### config.mk
export PLATFORM = sky130hd
export DESIGN_NAME = csr_unit_flat
export DESIGN_NICKNAME = d
export VERILOG_FILES = /design/src/rtl/csr_unit_if.sv /design/src/rtl/csr_unit.sv /design/src/flat_wrapper.sv
export SDC_FILE = /design/constraint.sdc
export NUM_CORES = 1
export LEC_CHECK = 0
export BUFFER_PORTS_ARGS = -buffer_cell sky130_fd_sc_hd__buf_2
export CAP_MARGIN = 40
export CORE_MARGIN = 3
export CORE_UTILIZATION = 61
export DETAILED_ROUTE_END_ITERATION = 16
export PLACE_DENSITY = 0.87
export SLEW_MARGIN = 40
export SYNTH_ARGS = -nofsm -noshare
export SYNTH_HDL_FRONTEND = slang
export SYNTH_SLANG_ARGS = --single-unit
export TNS_END_PERCENT = 5
### constraint.sdc
create_clock -name clk -period 7.5 [get_ports clk]
set_clock_uncertainty 0.1 [all_clocks]
set_input_delay 1.5 -clock clk [delete_from_list [all_inputs] [get_ports clk]]
set_output_delay 1.5 -clock clk [all_outputs]
set_load 0.01 [all_outputs]
### src/rtl/csr_unit_if.sv
// Decoder/EX-stage bundle for csr_unit: CSR controls, trap indicators,
// old-value readback and the registered fetch redirect.
interface csr_unit_if;
  logic        valid;
  logic        CSRWrite;
  logic        CSRRead;
  logic [2:0]  CSROp;
  logic [11:0] csr_addr;
  logic [31:0] rs1_data;
  logic [4:0]  csr_zimm;
  logic        IsMRET;
  logic        Exception;
  logic [31:0] ExceptionCause;
  logic [31:0] pc;
  logic        inst_retire;
  logic [31:0] rdata;
  logic        illegal_csr;
  logic        trap_redirect;
  logic [31:0] trap_target;

  modport master (
    output valid, CSRWrite, CSRRead, CSROp, csr_addr, rs1_data, csr_zimm,
           IsMRET, Exception, ExceptionCause, pc, inst_retire,
    input  rdata, illegal_csr, trap_redirect, trap_target
  );

  modport slave (
    input  valid, CSRWrite, CSRRead, CSROp, csr_addr, rs1_data, csr_zimm,
           IsMRET, Exception, ExceptionCause, pc, inst_retire,
    output rdata, illegal_csr, trap_redirect, trap_target
  );
endinterface

### src/rtl/csr_unit.sv
// Machine-mode CSR file and trap/return sequencer with a one-cycle PC redirect.
// Define CSR_COUNTERS_EN to add the 64-bit mcycle/minstret counters.
//
// state      | meaning
// S_IDLE     | executing CSR ops; ECALL/MRET capture trap state and redirect
// S_REDIRECT | one-cycle trap_redirect pulse; pipeline flushing, inputs ignored
module csr_unit #(
  parameter logic [31:0] RESET_MTVEC = 32'h0000_0000
) (
  input logic      clk,
  input logic      rstn,
  csr_unit_if.slave bus
);

  localparam logic [11:0] ADDR_MSTATUS  = 12'h300;
  localparam logic [11:0] ADDR_MTVEC    = 12'h305;
  localparam logic [11:0] ADDR_MSCRATCH = 12'h340;
  localparam logic [11:0] ADDR_MEPC     = 12'h341;
  localparam logic [11:0] ADDR_MCAUSE   = 12'h342;

  typedef enum logic {S_IDLE, S_REDIRECT} state_t;

  state_t      state_q;
  logic        mie_q, mpie_q;
  logic [31:0] mtvec_q, mscratch_q, mepc_q, mcause_q;
  logic        redirect_q;
  logic [31:0] target_q;

  logic [31:0] mstatus_rd;
  logic [31:0] csr_old;
  logic        csr_hit;
  logic        illegal;
  logic [31:0] operand;
  logic [31:0] csr_wdata;
  logic        trap_fire, mret_fire, csr_we;

`ifdef CSR_COUNTERS_EN
  localparam logic [11:0] ADDR_MCYCLE    = 12'hB00;
  localparam logic [11:0] ADDR_MINSTRET  = 12'hB02;
  localparam logic [11:0] ADDR_MCYCLEH   = 12'hB80;
  localparam logic [11:0] ADDR_MINSTRETH = 12'hB82;

  logic [63:0] mcycle_q, mcycle_d;
  logic [63:0] minstret_q, minstret_d;
`else
  logic unused_retire;
  assign unused_retire = bus.inst_retire;
`endif

  // MPP is hardwired to machine mode
  assign mstatus_rd = {19'b0, 2'b11, 3'b0, mpie_q, 3'b0, mie_q, 3'b0};

  always_comb begin
    csr_hit = 1'b1;
    csr_old = '0;
    case (bus.csr_addr)
      ADDR_MSTATUS:   csr_old = mstatus_rd;
      ADDR_MTVEC:     csr_old = mtvec_q;
      ADDR_MSCRATCH:  csr_old = mscratch_q;
      ADDR_MEPC:      csr_old = mepc_q;
      ADDR_MCAUSE:    csr_old = mcause_q;
`ifdef CSR_COUNTERS_EN
      ADDR_MCYCLE:    csr_old = mcycle_q[31:0];
      ADDR_MCYCLEH:   csr_old = mcycle_q[63:32];
      ADDR_MINSTRET:  csr_old = minstret_q[31:0];
      ADDR_MINSTRETH: csr_old = minstret_q[63:32];
`endif
      default:        csr_hit = 1'b0;
    endcase
  end

  assign illegal = (bus.CSRRead | bus.CSRWrite) & ~csr_hit;
  assign operand = bus.CSROp[2] ? {27'b0, bus.csr_zimm} : bus.rs1_data;

  always_comb begin
    case (bus.CSROp[1:0])
      2'b01:   csr_wdata = operand;
      2'b10:   csr_wdata = csr_old | operand;
      2'b11:   csr_wdata = csr_old & ~operand;
      default: csr_wdata = csr_old;
    endcase
  end

  assign trap_fire = bus.valid & bus.Exception;
  assign mret_fire = bus.valid & bus.IsMRET;
  assign csr_we    = (state_q == S_IDLE) & bus.valid & bus.CSRWrite & ~illegal
                     & ~bus.Exception & ~bus.IsMRET;

`ifdef CSR_COUNTERS_EN
  // A software write to either half replaces that cycle's increment
  always_comb begin
    mcycle_d   = mcycle_q + 64'd1;
    minstret_d = minstret_q + {63'd0, bus.inst_retire};
    if (csr_we && bus.csr_addr == ADDR_MCYCLE)
      mcycle_d = {mcycle_q[63:32], csr_wdata};
    else if (csr_we && bus.csr_addr == ADDR_MCYCLEH)
      mcycle_d = {csr_wdata, mcycle_q[31:0]};
    if (csr_we && bus.csr_addr == ADDR_MINSTRET)
      minstret_d = {minstret_q[63:32], csr_wdata};
    else if (csr_we && bus.csr_addr == ADDR_MINSTRETH)
      minstret_d = {csr_wdata, minstret_q[31:0]};
  end
`endif

  always_ff @(posedge clk or negedge rstn) begin
    if (!rstn) begin
      state_q    <= S_IDLE;
      mie_q      <= 1'b0;
      mpie_q     <= 1'b0;
      mtvec_q    <= RESET_MTVEC & ~32'h3;
      mscratch_q <= '0;
      mepc_q     <= '0;
      mcause_q   <= '0;
      redirect_q <= 1'b0;
      target_q   <= '0;
`ifdef CSR_COUNTERS_EN
      mcycle_q   <= '0;
      minstret_q <= '0;
`endif
    end else begin
      case (state_q)
        S_IDLE: begin
          if (trap_fire) begin
            mepc_q     <= bus.pc & ~32'h3;
            mcause_q   <= bus.ExceptionCause;
            mpie_q     <= mie_q;
            mie_q      <= 1'b0;
            target_q   <= mtvec_q;
            redirect_q <= 1'b1;
            state_q    <= S_REDIRECT;
          end else if (mret_fire) begin
            mie_q      <= mpie_q;
            mpie_q     <= 1'b1;
            target_q   <= mepc_q;
            redirect_q <= 1'b1;
            state_q    <= S_REDIRECT;
          end else if (csr_we) begin
            case (bus.csr_addr)
              ADDR_MSTATUS: begin
                mie_q  <= csr_wdata[3];
                mpie_q <= csr_wdata[7];
              end
              ADDR_MTVEC:    mtvec_q    <= csr_wdata & ~32'h3;
              ADDR_MSCRATCH: mscratch_q <= csr_wdata;
              ADDR_MEPC:     mepc_q     <= csr_wdata & ~32'h3;
              ADDR_MCAUSE:   mcause_q   <= csr_wdata;
              default: ;
            endcase
          end
        end
        S_REDIRECT: begin
          redirect_q <= 1'b0;
          state_q    <= S_IDLE;
        end
        default: begin
          redirect_q <= 1'b0;
          state_q    <= S_IDLE;
        end
      endcase
`ifdef CSR_COUNTERS_EN
      mcycle_q   <= mcycle_d;
      minstret_q <= minstret_d;
`endif
    end
  end

  assign bus.rdata         = csr_old;
  assign bus.illegal_csr   = illegal;
  assign bus.trap_redirect = redirect_q;
  assign bus.trap_target   = target_q;

endmodule

### src/flat_wrapper.sv
// flat-port wrapper written by rule: the top's interface ports become plain ports
module csr_unit_flat 
#(
  parameter logic [31:0] RESET_MTVEC = 32'h0000_0000
)
  (clk, rstn, bus_valid, bus_CSRWrite, bus_CSRRead, bus_CSROp, bus_csr_addr, bus_rs1_data, bus_csr_zimm, bus_IsMRET, bus_Exception, bus_ExceptionCause, bus_pc, bus_inst_retire, bus_rdata, bus_illegal_csr, bus_trap_redirect, bus_trap_target);
  csr_unit_if bus_i ();
  input logic clk;
  input logic rstn;
  input wire logic [$bits(bus_i.valid)-1:0] bus_valid;
  input wire logic [$bits(bus_i.CSRWrite)-1:0] bus_CSRWrite;
  input wire logic [$bits(bus_i.CSRRead)-1:0] bus_CSRRead;
  input wire logic [$bits(bus_i.CSROp)-1:0] bus_CSROp;
  input wire logic [$bits(bus_i.csr_addr)-1:0] bus_csr_addr;
  input wire logic [$bits(bus_i.rs1_data)-1:0] bus_rs1_data;
  input wire logic [$bits(bus_i.csr_zimm)-1:0] bus_csr_zimm;
  input wire logic [$bits(bus_i.IsMRET)-1:0] bus_IsMRET;
  input wire logic [$bits(bus_i.Exception)-1:0] bus_Exception;
  input wire logic [$bits(bus_i.ExceptionCause)-1:0] bus_ExceptionCause;
  input wire logic [$bits(bus_i.pc)-1:0] bus_pc;
  input wire logic [$bits(bus_i.inst_retire)-1:0] bus_inst_retire;
  output wire logic [$bits(bus_i.rdata)-1:0] bus_rdata;
  output wire logic [$bits(bus_i.illegal_csr)-1:0] bus_illegal_csr;
  output wire logic [$bits(bus_i.trap_redirect)-1:0] bus_trap_redirect;
  output wire logic [$bits(bus_i.trap_target)-1:0] bus_trap_target;
  assign bus_i.valid = bus_valid;
  assign bus_i.CSRWrite = bus_CSRWrite;
  assign bus_i.CSRRead = bus_CSRRead;
  assign bus_i.CSROp = bus_CSROp;
  assign bus_i.csr_addr = bus_csr_addr;
  assign bus_i.rs1_data = bus_rs1_data;
  assign bus_i.csr_zimm = bus_csr_zimm;
  assign bus_i.IsMRET = bus_IsMRET;
  assign bus_i.Exception = bus_Exception;
  assign bus_i.ExceptionCause = bus_ExceptionCause;
  assign bus_i.pc = bus_pc;
  assign bus_i.inst_retire = bus_inst_retire;
  assign bus_rdata = bus_i.rdata;
  assign bus_illegal_csr = bus_i.illegal_csr;
  assign bus_trap_redirect = bus_i.trap_redirect;
  assign bus_trap_target = bus_i.trap_target;
  csr_unit #(.RESET_MTVEC(RESET_MTVEC)) u_core (.clk(clk), .rstn(rstn), .bus(bus_i));
endmodule
==> metrics, run 1 <==
result of the run finished clean; slew at the pin with the worst max-slew slack between 0.8 and 0.9 ns; effective utilization at floorplan 62.7%; Antenna Diode Count 0; CP Data Arrival Time between 3 and 4 ns; Detailed Route WL ~31 mm; met2 Resource Use GR 56.2%; count of mapped cells out of synthesis 1165; fin crit period 5.49 ns; final worst slack 2.01 ns; layer with the highest usage after global routing met2; Iter 0 DRT Violations 1289; total number of placement rows 45; number of instances on the worst hold path 2; weighted congestion at the end of routability-driven global placement 0.922; total of flip-flops plus latches after synthesis around 160; CP max stage cell or3b_1; H-tree levels 4; # nets final 1409; total iterations of the first detailed-routing run 6; final non-filler cell area 0.0112 mm^2; worst-case hold path end point u_core.bus.trap_target[14]$_DFFE_PN0P_; sequential standard cell area 0.00395 mm^2; reg-to-reg critical path startpoint u_core.state_q$_DFF_PN0_; Async SR Flop Fraction 100%; Final setup violation count 0; maximum fanout count along the critical path 58; ordered list of cells on the worst path buf_4 -> or3b_1 -> buf_4 -> nor2_2 -> a22oi_1 -> o21ai_0 -> buf_2; final standard cell utilization of the core approximately 73%; combinational power share 16.2%; fill cell total of the finished layout roughly 1.2k; RSZ-0062 raised after global routing false; aggregate global-route resource usage between 30% and 40%; Hold Vio Cnt, Final 0; first-pass GRT wire length 48.6 mm; IO Count 190; relative slew slack 42.6%; Worst-Skew Late Latency between 0.4 and 0.5 ns; hold path startpoint u_core.bus.trap_target[14]$_DFFE_PN0P_; vias in the first global route approximately 9.5k; clk slew on worst S/H paths 0.06 ns; count of final max-slew check failures 0; routed length per instance approximately 20 um; worst reg2reg endpoint u_core.mcause_q[0]$_DFFE_PN0P_; Post-Syn Area 0.00957 mm^2; growth of design area from synthesis to finish 17.0%; final period utilization 73.1%; power density relative to cell area roughly 200 mW/mm^2; kind of capture point of the worst setup path output port; kind of launch point of the worst setup path input pin; maximum number of pins on one net before global-route repair between 80 and 90; detailed-route via count 9848; number of DRC violations after detailed routing 0; number of buffers added by the clock tree synthesis step 17; horizontal extent of the die 131 um; Lkg Pwr approximately 5.1 nW; Tightest Hold Check Type flop to flop; global routing usage on met3 7.01%; proportion of synthesized chip area in sequential cells 41.3%; internal power component 1.63 mW; placed cell area between 0.01 and 0.015 mm^2; top cell type's share of synthesized area 41.3%; synth top area cells dfrtp_1 (41%), o21ai_0 (9.5%), nand2_1 (9.3%); Reg2Reg Depth 7; clock root buffer master clkbuf_16; number of buffers added to fix hold violations after cts 0; port buffer count 184; DPL Wire Length 19.3 mm; commonest non-fill, non-tap cell in the layout nand2_1; number of nets with antenna violations after detailed routing 0; most frequent cells in the layout nand2_1 (233), o21ai_0 (182), buf_2 (181), dfrtp_1 (158), nand3b_1 (46); vertical die dimension 131 um; cts repair resizes 0; Yosys Warn Count 0; count of cell types in the netlist just under 60; Vias/cell roughly 6.5; Fin Setup TNS 0 ns; max frequency ~0.18 GHz; Worst Setup Path Type input pin to output port; Post-Syn Area per Cell 8.21 um^2; # Post-CTS Setup Buffers 0; global route overflow 0; number of buffers on the longest clock path 2; switching power 622 uW; Max IR drop VDD 0.220 mV; most repeated library cell on the critical path buf_4; category of cells accounting for the largest share of critical-path delay simple AND/OR/NAND/NOR gates; Max Cap Viol 0; Register-to-Register Setup Slack 4.65 ns; Clock Sink Count 158; initial antenna violation count 1; relative contribution of the clock network to total power 40.2%; layout cells sized above 1 between 10% and 20%; die footprint 0.0172 mm^2; global-route track usage on met1 45.4%; number of enable flip-flop cells after synthesis 0; Worst path max stage delay between 0.5 and 0.6 ns; top flip-flop cell by instance count after synthesis dfrtp_1; sequential cell fraction of total power 43.6%; area occupied by multi-input gates 0.00514 mm^2; worst endpoint required time 5.90 ns; Buf/Inv on CP 3; TritonCTS clock tree built; core area 0.0153 mm^2; pre-CTS worst setup slack 2.13 ns; cell taking the most area after synthesis dfrtp_1; fraction of power spent switching nets between 20% and 30%
synth_stat cells (13+ instances only):
master / n
a22oi_1: 34
o21a_1: 22
nand2_1: 236
inv_1: 26
clkbuf_1: 77
a32oi_1: 20
o21ai_1: 31
o211ai_1: 22
nand3b_1: 46
nor3_1: 25
o21ai_0: 182
mux2i_1: 43
buf_2: 13
nor2_1: 32
dfrtp_1: 158
a21oi_1: 36
a21o_1: 44
through the flow:
stage	hold WS, ns	power (mW)	cells
after floorplan	0.322	1.19	1166
after global placement	0.356	1.33	1472
after detailed placement	0.365	1.35	1476
after CTS	0.378	2.24	1507
after global routing	0.414	2.33	1508
final	0.370	2.25	1508
registers in the layout, summed over array words and instances, names as in the netlist:
register / flops
u_core.state_q: 1
u_core.bus.trap_redirect: 1
u_core.mepc_q: 30
u_core.mie_q: 1
u_core.mtvec_q: 30
u_core.mcause_q: 32
u_core.mscratch_q: 32
u_core.bus.trap_target: 30
u_core.mpie_q: 1
how the worst max path moves through the flow:
stage / to / startpoint / depth (start not counted)
after global placement: bus_rdata[15] / bus_csr_addr[1] / 7
final: bus_rdata[15] / bus_csr_addr[1] / 7
after floorplan: bus_rdata[10] / bus_csr_addr[3] / 6
after global routing: bus_rdata[15] / bus_csr_addr[1] / 7
after CTS: bus_rdata[15] / bus_csr_addr[1] / 7
after detailed placement: bus_rdata[15] / bus_csr_addr[1] / 7
cell families after synthesis:
group | share of synthesized area, %
AO/OA/AOI/OAI | 27.3
XOR/XNOR | 0.641
adder cells (fa/ha/maj) | 0.105
buffers and inverters | 5.70
flip-flops | 41.3
multiplexers | 4.62
other | 0.0392
AND/OR/NAND/NOR | 20.3
cell type report:
class	instances	area share (%)
flip-flops and latches	158	35.3
inverters	26	0.872
clock buffers	18	3.92
repair buffers	202	10.0
well taps	211	2.36
clock inverters	13	1.53
multi-input cells	880	45.9
worst register-to-register path, delay by kind of cell, from the launching register on:
family | cells | cell delay [ns]
simple gates | 2 | 0.58
flops | 1 | 0.42
buf+inv | 2 | 0.47
compound gates | 3 | 1.20
routing by layer:
metal	part of all wire, %	vias up
met5	0.039	-
li1	-	4382
met2	47	715
met1	38	4619
met4	3.6	2
met3	11	130
power groups by stage:
stage,clock (mW),sequential [mW],combinational [mW]
CTS,0.901,0.978,0.358
finish,0.903,0.981,0.364
floorplan,0,0.995,0.194
detailed placement,0,0.992,0.353
global route,0.940,0.989,0.399
global placement,0,0.989,0.337
No activity file was read; power rests on OpenSTA's default activity.
==> run 2: changes to the inputs <==
Settings changed: CORE_UTILIZATION 61 to 51, PLACE_DENSITY 0.87 to 0.78.
Clock period 7.5 ns to 4.7 ns, I/O delays scaled along.
==> run 2 against run 1 <==
Against the previous run: worst setup slack got worse by 1.3 ns; combinational power rose by 59%; global-route usage fell by 4.2 points; design area rose by 0.14%; critical path depth did not move; worst hold slack barely moved; total power rose by 56%; sequential share of layout area fell by 0.051 points; critical endpoint is now bus_rdata[25]; core utilization fell by 12 points; sequential power rose by 59%; register-to-register slack got worse by 2.6 ns; via count fell by 2.6%.
==> metrics, run 2 (synthesis gave the netlist of run 1 again) <==
result of the run finished clean; # nets final 1420 (+0.78%); layout cells sized above 1 20.2% (+0.51 points); Max IR drop VDD 0.277 mV (+26%); IO Count 190 (unchanged); Vias/cell 6.24 (-4.5%); Detailed Route WL 31.1 mm (+1.3%); DPL Wire Length 20.5 mm (+6.2%); slew at the pin with the worst max-slew slack 0.815 ns (-0.0467 ns); maximum number of pins on one net before global-route repair 89 (+8.5%); most frequent cells in the layout nand2_1 (234), buf_2 (183), o21ai_0 (182), dfrtp_1 (158), nand3b_1 (46); commonest non-fill, non-tap cell in the layout nand2_1; final period utilization between 80% and 90%; Top Registers u_core.mcause_q x32, u_core.mscratch_q x32; core area 0.0182 mm^2 (+19%); number of buffers added to fix hold violations after cts 0 (unchanged); # Post-CTS Setup Buffers 0 (unchanged); total iterations of the first detailed-routing run 5 (-1); fill cell total of the finished layout 1612 (+38%); Worst-Skew Late Latency 0.43 ns (about the same); reg-to-reg critical path startpoint u_core.state_q$_DFF_PN0_; RSZ-0062 raised after global routing false; start point of the critical path bus_csr_addr[1]; worst endpoint required time 3.66 ns (-2.24 ns); cts repair resizes 0 (unchanged); Hold Vio Cnt, Final 0 (unchanged); maximum fanout count along the critical path 35 (-40%); relative slew slack 45.7% (+3.1 points); growth of design area from synthesis to finish 17.1%; weighted congestion at the end of routability-driven global placement 0.935 (+1.4%); Fin Setup TNS 0 ns (unchanged); power density relative to cell area 313 mW/mm^2 (+56%); global route overflow 0 (unchanged); fin crit period approximately 4.0 ns; first-pass GRT wire length 49.3 mm (+1.4%); total number of placement rows 49 (+8.9%); H-tree levels 4 (unchanged); detailed-route via count 9593 (-2.6%); port buffer count 184 (unchanged); Antenna Diode Count 0 (unchanged); number of buffers added by the clock tree synthesis step 17 (unchanged); Worst Setup Path Type input pin to output port; Final setup violation count 0 (unchanged); aggregate global-route resource usage 30.5% (-4.2 points); max frequency 0.248 GHz; CP Data Arrival Time 2.99 ns (-0.90 ns); Tightest Hold Check Type flop to flop; effective utilization at floorplan 52.5% (-10 points); Max Cap Viol 0 (unchanged); TritonCTS clock tree built; kind of capture point of the worst setup path output port; Iter 0 DRT Violations 887 (-31%); Lkg Pwr 5.10 nW (-0.44%); number of DRC violations after detailed routing 0 (unchanged); horizontal extent of the die 143 um (+8.9%); clock root buffer master clkbuf_16; clk slew on worst S/H paths 0.06 ns (about the same); die footprint 0.0204 mm^2 (+19%); kind of launch point of the worst setup path input pin; initial antenna violation count 0 (-1); number of buffers on the longest clock path 2 (unchanged); worst hold slack 0.371 ns (+0.000353 ns); routed length per instance 20.2 um (-0.66%); Clock Sink Count 158 (unchanged); count of final max-slew check failures 0 (unchanged); hold path startpoint u_core.bus.trap_target[5]$_DFFE_PN0P_; number of nets with antenna violations after detailed routing 0 (unchanged); vertical die dimension 143 um (+8.9%); vias in the first global route 9312 (-1.7%)
## run 2: cell count changes in the layout (fill, tap and decap cells not counted), sizes merged
cell / previous run / this run
buf: 202 / 212
clkbuf: 18 / 24
clkinv: 8 / 4
bufinv: 4 / 1
clkinvlp: 1 / 4
## run 2: area by class of cell
class | count | area [um^2] | area share, %
Clock buffer | 23 | 498 | 4.44
Clock inverter | 9 | 83.8 | 0.748
Inverter | 26 | 97.6 | 0.871
Multi-Input combinational cell | 880 | 5130 | 45.7
Sequential cell | 158 | 3950 | 35.3
Tap cell | 229 | 287 | 2.56
Timing Repair Buffer | 213 | 1160 | 10.4
## run 2: worst paths after layout
kind                                                     endpoint  slack, ns  depth (start not counted)
max in group asynchronous       u_core.mscratch_q[24]$_DFFE_PN0P_       3.16                          2
setup reg to reg                    u_core.mtvec_q[7]$_DFFE_PN0P_       2.05                          7
hold / removal              u_core.bus.trap_target[5]$_DFFE_PN0P_       0.37                          2
hold reg to reg             u_core.bus.trap_target[5]$_DFFE_PN0P_       0.37                          2
setup / recovery                                    bus_rdata[25]       0.67                          7
min in group asynchronous  u_core.bus.trap_target[13]$_DFFE_PN0P_       0.46                          1
## run 2: report_power, final
part / switching (mW) / total, mW / internal, mW
registers: 0.0828 / 1.56 / 1.48
clock network: 0.572 / 1.37 / 0.797
logic: 0.357 / 0.577 / 0.220
## run 2: layer usage
layer / track usage (%) / wire length (um) / vias to the layer above
met5: 0 / 0 / -
met4: 12.9 / 982 / 0
met3: 6.90 / 2620 / 89
met2: 47.9 / 14600 / 504
met1: 40.9 / 12900 / 4600
li1: - / - / 4400
## run 2: critical path: stages
cell	delay [ns]
buf_2	0.32
or4_1	0.77
nor4_4	0.24
buf_4	0.26
nand2_1	0.07
o21ai_0	0.17
buf_2	0.21
## run 2: stage by stage
stage | utilization [%] | area, um^2 | power, mW | std cells | setup slack, ns
finish | 61.5 | 11200 | 3.51 | 1538 | 0.668
CTS | 61.5 | 11200 | 3.51 | 1538 | 0.696
global placement | 58.3 | 10600 | 2.13 | 1506 | 0.716
detailed placement | 58.3 | 10600 | 2.15 | 1506 | 0.716
floorplan | - | 9570 | 1.90 | 1166 | 1.27
global route | 61.5 | 11200 | 3.66 | 1538 | 0.549
==> run 3: changes to the inputs <==
Settings changed: PLACE_DENSITY 0.78 to unset, PLACE_DENSITY_LB_ADDON set to 0.2, SETUP_SLACK_MARGIN set to 0.4.
==> run 3 against run 2 <==
Against the previous run: flip-flop and latch count unchanged; first-iteration DRC count grew 7.8%; clock-buffer cell count decreased by 2; sequential power about the same; core utilization is 0.41 points higher; clock power rose by 9%; total power rose by 3.5%; cell count shrank 0.13%; routed wire length fell by 0.39%; design area increased by 0.67%; critical path depth is the same.
==> metrics, run 3 (synthesis gave the netlist of run 1 again) <==
result of the run finished clean; internal power component 2.63 mW (+5.4%); total number of placement rows 49 (unchanged); most frequent cells in the layout nand2_1 (234), buf_2 (183), o21ai_0 (182), dfrtp_1 (158), nand3b_1 (46); Vias/cell 6.18 (-0.98%); number of DRC violations after detailed routing 0 (unchanged); global route overflow 0 (unchanged); TritonCTS clock tree built; vias in the first global route 8681 (-6.8%); Lkg Pwr 5.15 nW (+0.84%); fraction of power spent switching nets 27.5% (-1.3 points); Clock Sink Count 158 (unchanged); die footprint 0.0204 mm^2 (unchanged); switching power 999 uW (-1.2%); CP max stage cell buf_2; Worst path max stage delay 0.45 ns (-0.32 ns); global routing usage on met3 4.72% (-2.2 points); sequential standard cell area 0.00395 mm^2 (unchanged); power density relative to cell area 322 mW/mm^2 (+2.8%); Max IR drop VDD 0.286 mV (+3.1%); Top Registers u_core.mcause_q x32, u_core.mscratch_q x32; commonest non-fill, non-tap cell in the layout nand2_1; number of buffers added by the clock tree synthesis step 17 (unchanged); detailed-route via count 9487 (-1.1%); sequential cell fraction of total power 43.1% (-1.5 points); Final setup violation count 0 (unchanged); Max Cap Viol 0 (unchanged); count of final max-slew check failures 0 (unchanged); clk slew on worst S/H paths 0.06 ns (about the same); total iterations of the first detailed-routing run 5 (unchanged); weighted congestion at the end of routability-driven global placement 0.933 (-0.28%); growth of design area from synthesis to finish 17.9%; # Post-CTS Setup Buffers 0 (unchanged); relative contribution of the clock network to total power 41.1% (+2.1 points); core area 0.0182 mm^2 (unchanged); CP Data Arrival Time 3.14 ns (+0.15 ns); fill cell total of the finished layout 1621 (+0.56%); Iter 0 DRT Violations 956 (+7.8%); category of cells accounting for the largest share of critical-path delay buffers and inverters; Crit path depth 7 (unchanged); number of buffers on the longest clock path 2 (unchanged); met2 Resource Use GR 46.5% (-1.3 points); Power, Total 3.63 mW (+3.5%); layer with the highest usage after global routing met2; area occupied by multi-input gates 0.00512 mm^2 (-0.15%); vertical die dimension 143 um (unchanged); effective utilization at floorplan 52.5% (unchanged); ordered list of cells on the worst path buf_2 -> buf_4 -> nor2b_1 -> a22o_1 -> a22oi_1 -> o21ai_0 -> buf_2; Fin Setup TNS 0 ns (unchanged); Reg2Reg Depth 6 (-1); slew at the pin with the worst max-slew slack 0.753 ns (-0.0620 ns); kind of capture point of the worst setup path output port; Detailed Route WL 31.0 mm (-0.39%); clock root buffer master clkbuf_16; cts repair resizes 0 (unchanged); Worst-Skew Late Latency 0.43 ns (about the same); global-route track usage on met1 43.1% (+2.3 points); worst endpoint required time 3.66 ns (about the same); Hold Vio Cnt, Final 0 (unchanged); worst hold slack 0.256 ns (-0.114 ns); kind of launch point of the worst setup path input pin; Antenna Diode Count 0 (unchanged); routed length per instance 20.2 um (-0.26%); maximum fanout count along the critical path 32 (-8.6%); Worst Setup Path Type input pin to output port; max frequency 0.239 GHz (-3.5%); number of nets with antenna violations after detailed routing 0 (unchanged); first-pass GRT wire length 47.7 mm (-3.1%); most repeated library cell on the critical path buf_2; # nets final 1418 (-0.14%); Buf/Inv on CP 3 (unchanged); number of buffers added to fix hold violations after cts 0 (unchanged); Tightest Hold Check Type input pin to asynchronous set/reset pin; maximum number of pins on one net before global-route repair 106 (+19%); horizontal extent of the die 143 um (unchanged); RSZ-0062 raised after global routing false; aggregate global-route resource usage 29.9% (-0.62 points); IO Count 190 (unchanged); initial antenna violation count 0 (unchanged); combinational power share 15.9% (-0.5 points); DPL Wire Length 20.1 mm (-1.9%); relative slew slack 49.3% (+3.6 points); H-tree levels 4 (unchanged); layout cells sized above 1 20.1% (-0.046 points); port buffer count 184 (unchanged); final period utilization 88.9% (+3.1 points); fin crit period 4.18 ns (+0.146 ns)
[run 3: changes by cell type in the layout (fill, tap and decap cells not counted), moves of 2 or more]
cell,before,now
bufinv_16,1,4
clkbuf_8,6,3
clkinv_2,3,5
buf_12,1,3
buf_4,28,23
clkinvlp_4,4,0
[run 3: worst reg2reg max path: cells and delay by family (launching register included)]
family	cells	cell delay [ns]
DFF	1	0.42
and+or+nand+nor	2	1.35
AOI/OAI and AO/OA	4	0.74
[run 3: metrics by stage]
| step | instance area (um^2) | setup slack (ns) | utilization, % | std cells |
|---|---|---|---|---|
| after floorplan | 9570 | 1.27 | - | 1166 |
| after global placement | 10600 | 0.632 | 58.2 | 1502 |
| after detailed placement | 10600 | 0.627 | 58.2 | 1502 |
| after CTS | 11200 | 0.614 | 61.7 | 1534 |
| after global routing | 11300 | 0.446 | 62.0 | 1536 |
| final | 11300 | 0.523 | 62.0 | 1536 |
[run 3: routing by layer]
| metal | up-vias | routed length (um) |
|---|---|---|
| met5 | - | 0 |
| met4 | 0 | 635 |
| met3 | 49 | 2600 |
| met2 | 483 | 14400 |
| met1 | 4554 | 13400 |
| li1 | 4401 | - |
[run 3: area by class of cell]
type                    count  area share [%]
multi-input cells         880            45.4
flip-flops and latches    158            35.0
repair buffers            211            10.6
clock buffers              21            4.17
well taps                 229            2.54
clock inverters            11            1.44
inverters                  26           0.865
[run 3: worst paths after layout]
check / from / end / slack [ns]
max in group asynchronous: rstn / u_core.mcause_q[1]$_DFFE_PN0P_ / 3.26
worst min-delay path: rstn / u_core.mepc_q[4]$_DFFE_PN0P_ / 0.26
worst max register to register: u_core.state_q$_DFF_PN0_ / u_core.mcause_q[7]$_DFFE_PN0P_ / 2.01
min in group clk: u_core.bus.trap_target[14]$_DFFE_PN0P_ / u_core.bus.trap_target[14]$_DFFE_PN0P_ / 0.37
worst min register to register: u_core.bus.trap_target[14]$_DFFE_PN0P_ / u_core.bus.trap_target[14]$_DFFE_PN0P_ / 0.37
worst max-delay path: bus_csr_addr[0] / bus_rdata[25] / 0.52
[run 3: power groups by stage]
stage | registers, mW | clock network [mW] | logic, mW
after floorplan | 1.59 | 0 | 0.310
after global placement | 1.58 | 0 | 0.556
after detailed placement | 1.58 | 0 | 0.568
after CTS | 1.56 | 1.50 | 0.569
after global routing | 1.58 | 1.55 | 0.639
final | 1.56 | 1.49 | 0.576
